==> src/rtl/dmem_ctrl_pkg.sv <==
// Shared definitions for the data-memory controller: FSM encoding, default
// watchdog limit and the legacy chip-enable / write-disable levels.
package dmem_ctrl_pkg;

  typedef enum logic [2:0] {
    IDLE    = 3'd0,
    RD_REQ  = 3'd1,
    RD_WAIT = 3'd2,
    WR_REQ  = 3'd3,
    DONE    = 3'd4
  } state_t;

  localparam int unsigned DEF_TIMEOUT   = 255;
  localparam logic        CHIP_ENABLE   = 1'b1;
  localparam logic        WRITE_DISABLE = 1'b0;

endpackage

==> src/rtl/dmem_wdt.sv <==
// Per-phase watchdog: counts enabled cycles, clears on request, and flags
// expiry combinationally when the count reaches TIMEOUT.
module dmem_wdt
  import dmem_ctrl_pkg::*;
#(
  parameter int unsigned TIMEOUT = DEF_TIMEOUT
) (
  input  logic clk,
  input  logic rst,
  input  logic clr,
  input  logic en,
  output logic expire
);

  localparam int unsigned   CW    = (TIMEOUT < 1) ? 1 : $clog2(TIMEOUT + 1);
  localparam logic [CW-1:0] LIMIT = CW'(TIMEOUT);

  logic [CW-1:0] count;

  always_ff @(posedge clk or posedge rst) begin
    if (rst) begin
      count <= '0;
    end else if (clr) begin
      count <= '0;
    end else if (en && (count != LIMIT)) begin
      count <= count + 1'b1;
    end
  end

  assign expire = en && (count == LIMIT);

endmodule

==> src/rtl/dmem_ctrl.sv <==
// Data-memory controller between the mem stage and a req/gnt/rvalid SRAM.
// Every access reads first; stores then write back the merged word.
module dmem_ctrl
  import dmem_ctrl_pkg::*;
#(
  parameter int unsigned ADDR_WIDTH = 32,
  parameter int unsigned DATA_WIDTH = 32,
  parameter int unsigned TIMEOUT    = DEF_TIMEOUT
) (
  input  logic                  clk_i,
  input  logic                  rst_i,
  input  logic                  ram_ce_i,
  input  logic                  ram_w_request_i,
  input  logic [ADDR_WIDTH-1:0] ram_addr_i,
  input  logic [DATA_WIDTH-1:0] ram_data_i,
  output logic [DATA_WIDTH-1:0] ram_data_o,
  output logic                  stall_req_o,
  output logic                  bus_err_o,
  output logic                  sram_req_o,
  output logic                  sram_we_o,
  output logic [ADDR_WIDTH-3:0] sram_addr_o,
  output logic [DATA_WIDTH-1:0] sram_wdata_o,
  input  logic                  sram_gnt_i,
  input  logic                  sram_rvalid_i,
  input  logic [DATA_WIDTH-1:0] sram_rdata_i
);

  state_t                state;
  state_t                next;
  logic [DATA_WIDTH-1:0] rdata_q;
  logic                  wdt_en;
  logic                  wdt_clr;
  logic                  expire;
  logic                  unused_addr_bits;

  dmem_wdt #(
    .TIMEOUT(TIMEOUT)
  ) u_wdt (
    .clk   (clk_i),
    .rst   (rst_i),
    .clr   (wdt_clr),
    .en    (wdt_en),
    .expire(expire)
  );

  always_ff @(posedge clk_i or posedge rst_i) begin
    if (rst_i) begin
      state <= IDLE;
    end else begin
      state <= next;
    end
  end

  // Watchdog expiry outranks any handshake arriving in the same cycle.
  always_comb begin
    next = state;
    unique case (state)
      IDLE:    if (ram_ce_i == CHIP_ENABLE) next = RD_REQ;
      RD_REQ:  if (expire) next = DONE;
               else if (sram_gnt_i) next = RD_WAIT;
      RD_WAIT: if (expire) next = DONE;
               else if (sram_rvalid_i) next = ram_w_request_i ? WR_REQ : DONE;
      WR_REQ:  if (expire || sram_gnt_i) next = DONE;
      DONE:    next = IDLE;
      default: next = IDLE;
    endcase
  end

  always_comb begin
    sram_req_o = 1'b0;
    sram_we_o  = WRITE_DISABLE;
    unique case (state)
      RD_REQ: sram_req_o = 1'b1;
      WR_REQ: begin
        sram_req_o = 1'b1;
        sram_we_o  = 1'b1;
      end
      default: ;
    endcase
  end

  always_ff @(posedge clk_i or posedge rst_i) begin
    if (rst_i) begin
      rdata_q <= '0;
    end else if (expire) begin
      rdata_q <= '0;
    end else if ((state == RD_WAIT) && sram_rvalid_i) begin
      rdata_q <= sram_rdata_i;
    end
  end

  assign wdt_en  = (state == RD_REQ) || (state == RD_WAIT) || (state == WR_REQ);
  assign wdt_clr = (next != state);

  assign stall_req_o  = ram_ce_i && (state != DONE) && !rst_i;
  assign bus_err_o    = expire;
  assign ram_data_o   = rdata_q;
  assign sram_addr_o  = ram_addr_i[ADDR_WIDTH-1:2];
  assign sram_wdata_o = ram_data_i;

  assign unused_addr_bits = ^ram_addr_i[1:0];

endmodule

==> config.mk <==
export PLATFORM = sky130hd
export DESIGN_NAME = dmem_ctrl
export DESIGN_NICKNAME = d
export VERILOG_FILES = /design/src/rtl/dmem_ctrl_pkg.sv /design/src/rtl/dmem_wdt.sv /design/src/rtl/dmem_ctrl.sv
export SDC_FILE = /design/constraint.sdc
export NUM_CORES = 1
export LEC_CHECK = 0
export CAP_MARGIN = 20
export CORE_UTILIZATION = 30
export DETAILED_ROUTE_END_ITERATION = 6
export PLACE_DENSITY = 0.77
export SETUP_SLACK_MARGIN = 0.02
export SLEW_MARGIN = 15
export SYNTH_ARGS = -nofsm -noshare
export SYNTH_HDL_FRONTEND = slang
export SYNTH_SLANG_ARGS = --single-unit
==> constraint.sdc <==
create_clock -name clk_i -period 1.6 [get_ports clk_i]
set_clock_uncertainty 0.1 [all_clocks]
set_input_delay 0.24 -clock clk_i [delete_from_list [all_inputs] [get_ports clk_i]]
set_output_delay 0.24 -clock clk_i [all_outputs]
set_load 0.03 [all_outputs]
* Word-level counts from Yosys, hierarchy flattened
Index checks and enable logic that the tools add are counted.
** Word-level totals
- Logic and storage cells :: 38
- Output and inout port bits :: 98
- Input port bits :: 102
- Register bits after elaboration :: 43
** Operators by class
- Mux-type cells :: 14
- Reduce and logical (&&, ||, !) cells :: 13
- Add/subtract/negate cells :: 1
- Eq/ne operators :: 7
** Operator list (number)
- $mux W32 :: 2
- $mux W3 :: 7
- $mux W8 :: 2
- $pmux W3 S4 :: 1
- $add A8 B1 Y8 const B :: 1
- $eq A8 B8 Y1 const B :: 1
- $ne A8 B8 Y1 const B :: 1
- $eq A3 B2 Y1 const B :: 2
- $logic_and A1 B1 Y1 :: 5
- $reduce_bool A2 Y1 :: 2
- $eq A3 B1 Y1 const B :: 1
- $logic_not A3 Y1 :: 1
- $logic_or A1 B1 Y1 :: 3
- $ne A3 B3 Y1 :: 1
- $ne A3 B3 Y1 const B :: 1
- $mux W1 :: 2
- $reduce_or A2 Y1 :: 1
- $logic_not A1 Y1 :: 1

* Depth between registers and ports, before layout
- Depth in word-level cells :: 9
- Gate-level depth with buffers :: 6

* By module
A second synthesis with hierarchy kept.
** Unflattened totals
- Cells, all modules :: 285
- Area total of the unflattened synthesis :: 2492.4 um^2
** By module, submodules not included
- dmem_ctrl :: area each 1998.2 um^2, seq. area each 875.8 um^2, cells each 236, times used 1
- dmem_wdt :: area each 494.2 um^2, seq. area each 200.2 um^2, cells each 49, times used 1

* Least setup slack after synthesis
No wires, ideal clock.
- Path type :: in2out
- Start :: input port rst_i
- End :: output port stall_req_o
- Slack :: -0.525 ns
- Data arrival time :: 1.785 ns
- Path buffers :: 0
- Cell stages on the path :: 3
- Cell sequence :: inv_1 nand2_1 a21oi_1
** Between the ends
- Longest elaborated chain between the ends :: 2
** RTL lines
- from (decl) :: RTL line dmem_ctrl.sv:11 : input logic rst_i,
- $logic_not A1 Y1 :: RTL line dmem_ctrl.sv:95 : assign stall_req_o = ram_ce_i && (state != DONE) && !rst_i;
- $logic_and A1 B1 Y1 :: RTL line dmem_ctrl.sv:95
- to (decl) :: RTL line dmem_ctrl.sv:17 : output logic stall_req_o,
No other way between the ends.

* Worst setup path after layout
- Start :: register state[0]
- End :: register u_wdt.count[5]
** Between the ends
- Longest elaborated chain between the ends :: 9
** RTL lines
- from (decl) :: RTL line dmem_ctrl.sv:28 : state_t state;
- from (signal assigned) :: RTL line dmem_ctrl.sv:50 : state <= next;
- $eq A3 B1 Y1 or $eq A3 B2 Y1 (tied branches) :: RTL line dmem_ctrl.sv:57, dmem_ctrl.sv:92
- $logic_or A1 B1 Y1 (2 in a row) :: RTL line dmem_ctrl.sv:92 : assign wdt_en = (state == RD_REQ) || (state == RD_WAIT) || (state == WR_REQ);
- $logic_and A1 B1 Y1 :: RTL line dmem_wdt.sv:30 : assign expire = en && (count == LIMIT);
- $logic_or A1 B1 Y1 :: RTL line dmem_ctrl.sv:63 : WR_REQ: if (expire || sram_gnt_i) next = DONE;
- $mux W3 :: RTL line dmem_ctrl.sv:63
- $pmux W3 S4 :: RTL line dmem_ctrl.sv:57 : unique case (state)
- $ne A3 B3 Y1 :: RTL line dmem_ctrl.sv:93 : assign wdt_clr = (next != state);
- $mux W8 or $reduce_bool A2 Y1 (tied branches)
- to (signal assigned) :: RTL line dmem_wdt.sv:26 : count <= count + 1'b1;
- to (decl) :: RTL line dmem_wdt.sv:18 : logic [CW-1:0] count;
Several ways; a longest one is shown, not always the timed one.
A chain may end at the register's enable or synchronous reset.

==> results.toml <==
[setup_path]
endpoint_kind = "flip-flop"
cp_slowest_cell = "dfrtp_2"
crit_path_cell_trace = "buf_6 -> nor4bb_4 -> nand2_2 -> o21ai_4 -> buf_12 -> nor4b_2"
path_class = "flip-flop to flip-flop"
critPathBufInv = 2
critical-path-top-delay-family = "simple AND/OR/NAND/NOR gates"
r2r_start = "state[0]"
cp.required_ps = 1680
worst_path_largest_cell_delay_ps = 480
crit_path_start = "state[0]"
cp.arrival_ps = 1850
startpoint_type = "flip-flop"
worst-path-max-fanout = 8

[grt]
antenna_found_initial = 0
globalRoute.busiestLayer = "met2"
overflow = 0
use_met1_pct = 16.7
grt_max_degree = 44
grt_pass1_wl_mm = 11.0
grtUsageTotal_pct = 16.2
grt_use_met3_pct = 4.21
grtUsageMet2_pct = 31.1
grt_pass1_vias = 2198

[placed_design]
io_buffers = 73
place_congestion = 0.752
place_hpwl_mm = 4.59

[synth]
syn_nets = 385
synth-seq-area-share_pct = 42.6
async_flop_share_pct = 100
synthCells = 282
synth_warnings = 0
yosysUniqueCellTypes = 38
synth_edf_count = 0
ys.flop_type = "dfrtp_1"
syn_area_um2 = 2530
ys_ff_latch = 43
syn_area_per_cell_um2 = 8.96

[timing]
fin_crit_ps = 1770
finalHoldViolCount = 0
worst_slack_ps = -170
min_period_over_period_pct = 111
tns_ps = -4640
slew_headroom_pct = 63.5
worstMarginPinSlew_ps = 548
final_max_slew_viol_count = 0
fmax_ghz = 0.565
setup_violations = 44
grt_setup_unrepaired = "yes"

[pwr]
p_per_area_nw_per_um2 = 1580
ir_worst_vdd_v = 0.000457
power_leakage_uw = 0.00168
p_comb_share_pct = 58.3
internal_power_uw = 3280
power.share.clock_pct = 11.8
seqPwrFrac_pct = 29.9
sw_frac_of_total_pct = 44.0
power.net_switching_uw = 2580

[route]
ant_nets = 0
wire_per_inst_um = 16.2
vias = 2157
drcViolationCount = 0
first_pass_iters = 4
drt-initial-drc-count = 111
vias_per_cell = 4.76
routed_wl_mm = 7.34

[clock_tree]
cts-root-buf = "clkbuf_8"
h-tree-depth = 2
clk_latency_ps = 290
cts_buffer_depth = 2
cts_tree = "built"
clock-sinks = 43
clk_pin_slew_ps = 90
numCtsBuffers = 5

[floorplan]
die_h_um = 93.8
start_util_pct = 30.9
die-area_um2 = 8790
die_w_um = 93.8
io_pins = 200
num_rows = 33
core_area_um2 = 8180

[final_layout]
final_util_pct = 45.3
drive_gt1_share_pct = 33.0
mostFrequentLayoutCell = "nand2_1"
diodes = 0
num-nets-final = 450
fillCellCount = 763
areaGrowthSynthToFinish_pct = 46.6
final_cell_mix = "65 x nand2_1, 41 x dfrtp_1, 37 x clkdlybuf4s50_1"

[worst_hold_path]
hold_start = "ram_addr_i[13]"
hp-class = "input pin to output pin"

[status]
outcome = "complete, but fails checks"
violations = "negative setup slack"

[flow_run]
cap_violations = 0
## sequential cells by signal, indices dropped and copies added (netlist names)
name,flops
state,3
ram_data_o,32
u_wdt.count,8
## metrics by stage
stage | total power, uW | cells | hold slack (ps) | worst slack [ps] | area (um^2)
after CTS | 5450 | 447 | 374 | -144 | 3480
final | 5870 | 453 | 380 | -170 | 3700
after floorplan | 3770 | 282 | 142 | -60.8 | 2540
after global placement | 4610 | 413 | 380 | -164 | 3060
after detailed placement | 4700 | 413 | 380 | -193 | 3060
after global routing | 6230 | 453 | 374 | -252 | 3700
## power by group through the flow
stage                     sequential, uW  clock, uW  combinational, uW
final                               1750        691               3420
after global routing                1800        765               3660
after CTS                           1740        717               2990
after detailed placement            1780          0               2910
after global placement              1760          0               2850
after floorplan                     2430          0               1340
## worst register-to-register path, delay by kind of cell, from the launching register on
family                 cells  cell delay [ps]
buffers and inverters      2              320
flip-flops                 1              480
AO/OA/AOI/OAI              1              200
AND/OR/NAND/NOR            3              570
## synth_stat cells (all sizes together) (2+ instances only)
| cell | number | area, um^2 |
|---|---|---|
| a21oi | 38 | 190 |
| and2 | 2 | 12.5 |
| buf | 72 | 538 |
| clkbuf | 3 | 11.3 |
| dfrtp | 43 | 1080 |
| inv | 2 | 7.51 |
| mux2i | 2 | 20.0 |
| nand2 | 69 | 262 |
| nand2b | 2 | 12.5 |
| nand3 | 5 | 30.0 |
| nand4 | 3 | 33.8 |
| nor2 | 10 | 53.8 |
| nor3 | 10 | 71.3 |
| nor4b | 2 | 30.0 |
| o21ai | 5 | 40.0 |
| xnor2 | 2 | 17.5 |
## worst paths after layout
check | endpoint | slack (ps) | depth (start not counted)
worst min register to register | ram_data_o[6] | 420 | 2
min in group asynchronous | ram_data_o[8] | 390 | 3
max in group asynchronous | state[0] | 610 | 3
worst max register to register | u_wdt.count[5] | -170 | 6
worst min-delay path | sram_addr_o[11] | 380 | 0
worst max-delay path | u_wdt.count[5] | -170 | 6
## cells by family after synthesis
family / count (synthesis) / share of synthesized area (%)
and+or+nand+nor: 107 / 21.2
buffers and inverters: 77 / 22.0
AOI/OAI and AO/OA: 49 / 11.8
DFF: 43 / 42.6
xor gates and xnor gates: 3 / 1.04
muxes: 2 / 0.793
adders and majority gates: 1 / 0.495
## per-layer routing
metal	wire, um	share of wire (%)
met5	0	0
met3	503	6.9
met4	175	2.4
met2	4090	56
met1	2570	35
## repair_timing
action                                  4_1_cts  5_1_grt
setup buffers                                21        8
hold buffers                                  0        0
endpoints found under the setup margin       77       46
resized for setup                            66       35
pin swaps                                     3       11
cloned                                        5        0
## final cells by class
type	count	area [um^2]	area share, %
Inverter	2	16.3	0.439
Sequential cell	43	1080	29.1
Clock buffer	6	72.6	1.96
Tap cell	105	131	3.55
Timing Repair Buffer	133	1320	35.5
Multi-Input combinational cell	162	1080	29.1
Clock inverter	2	12.5	0.338
(Power assumes the default switching activity.)
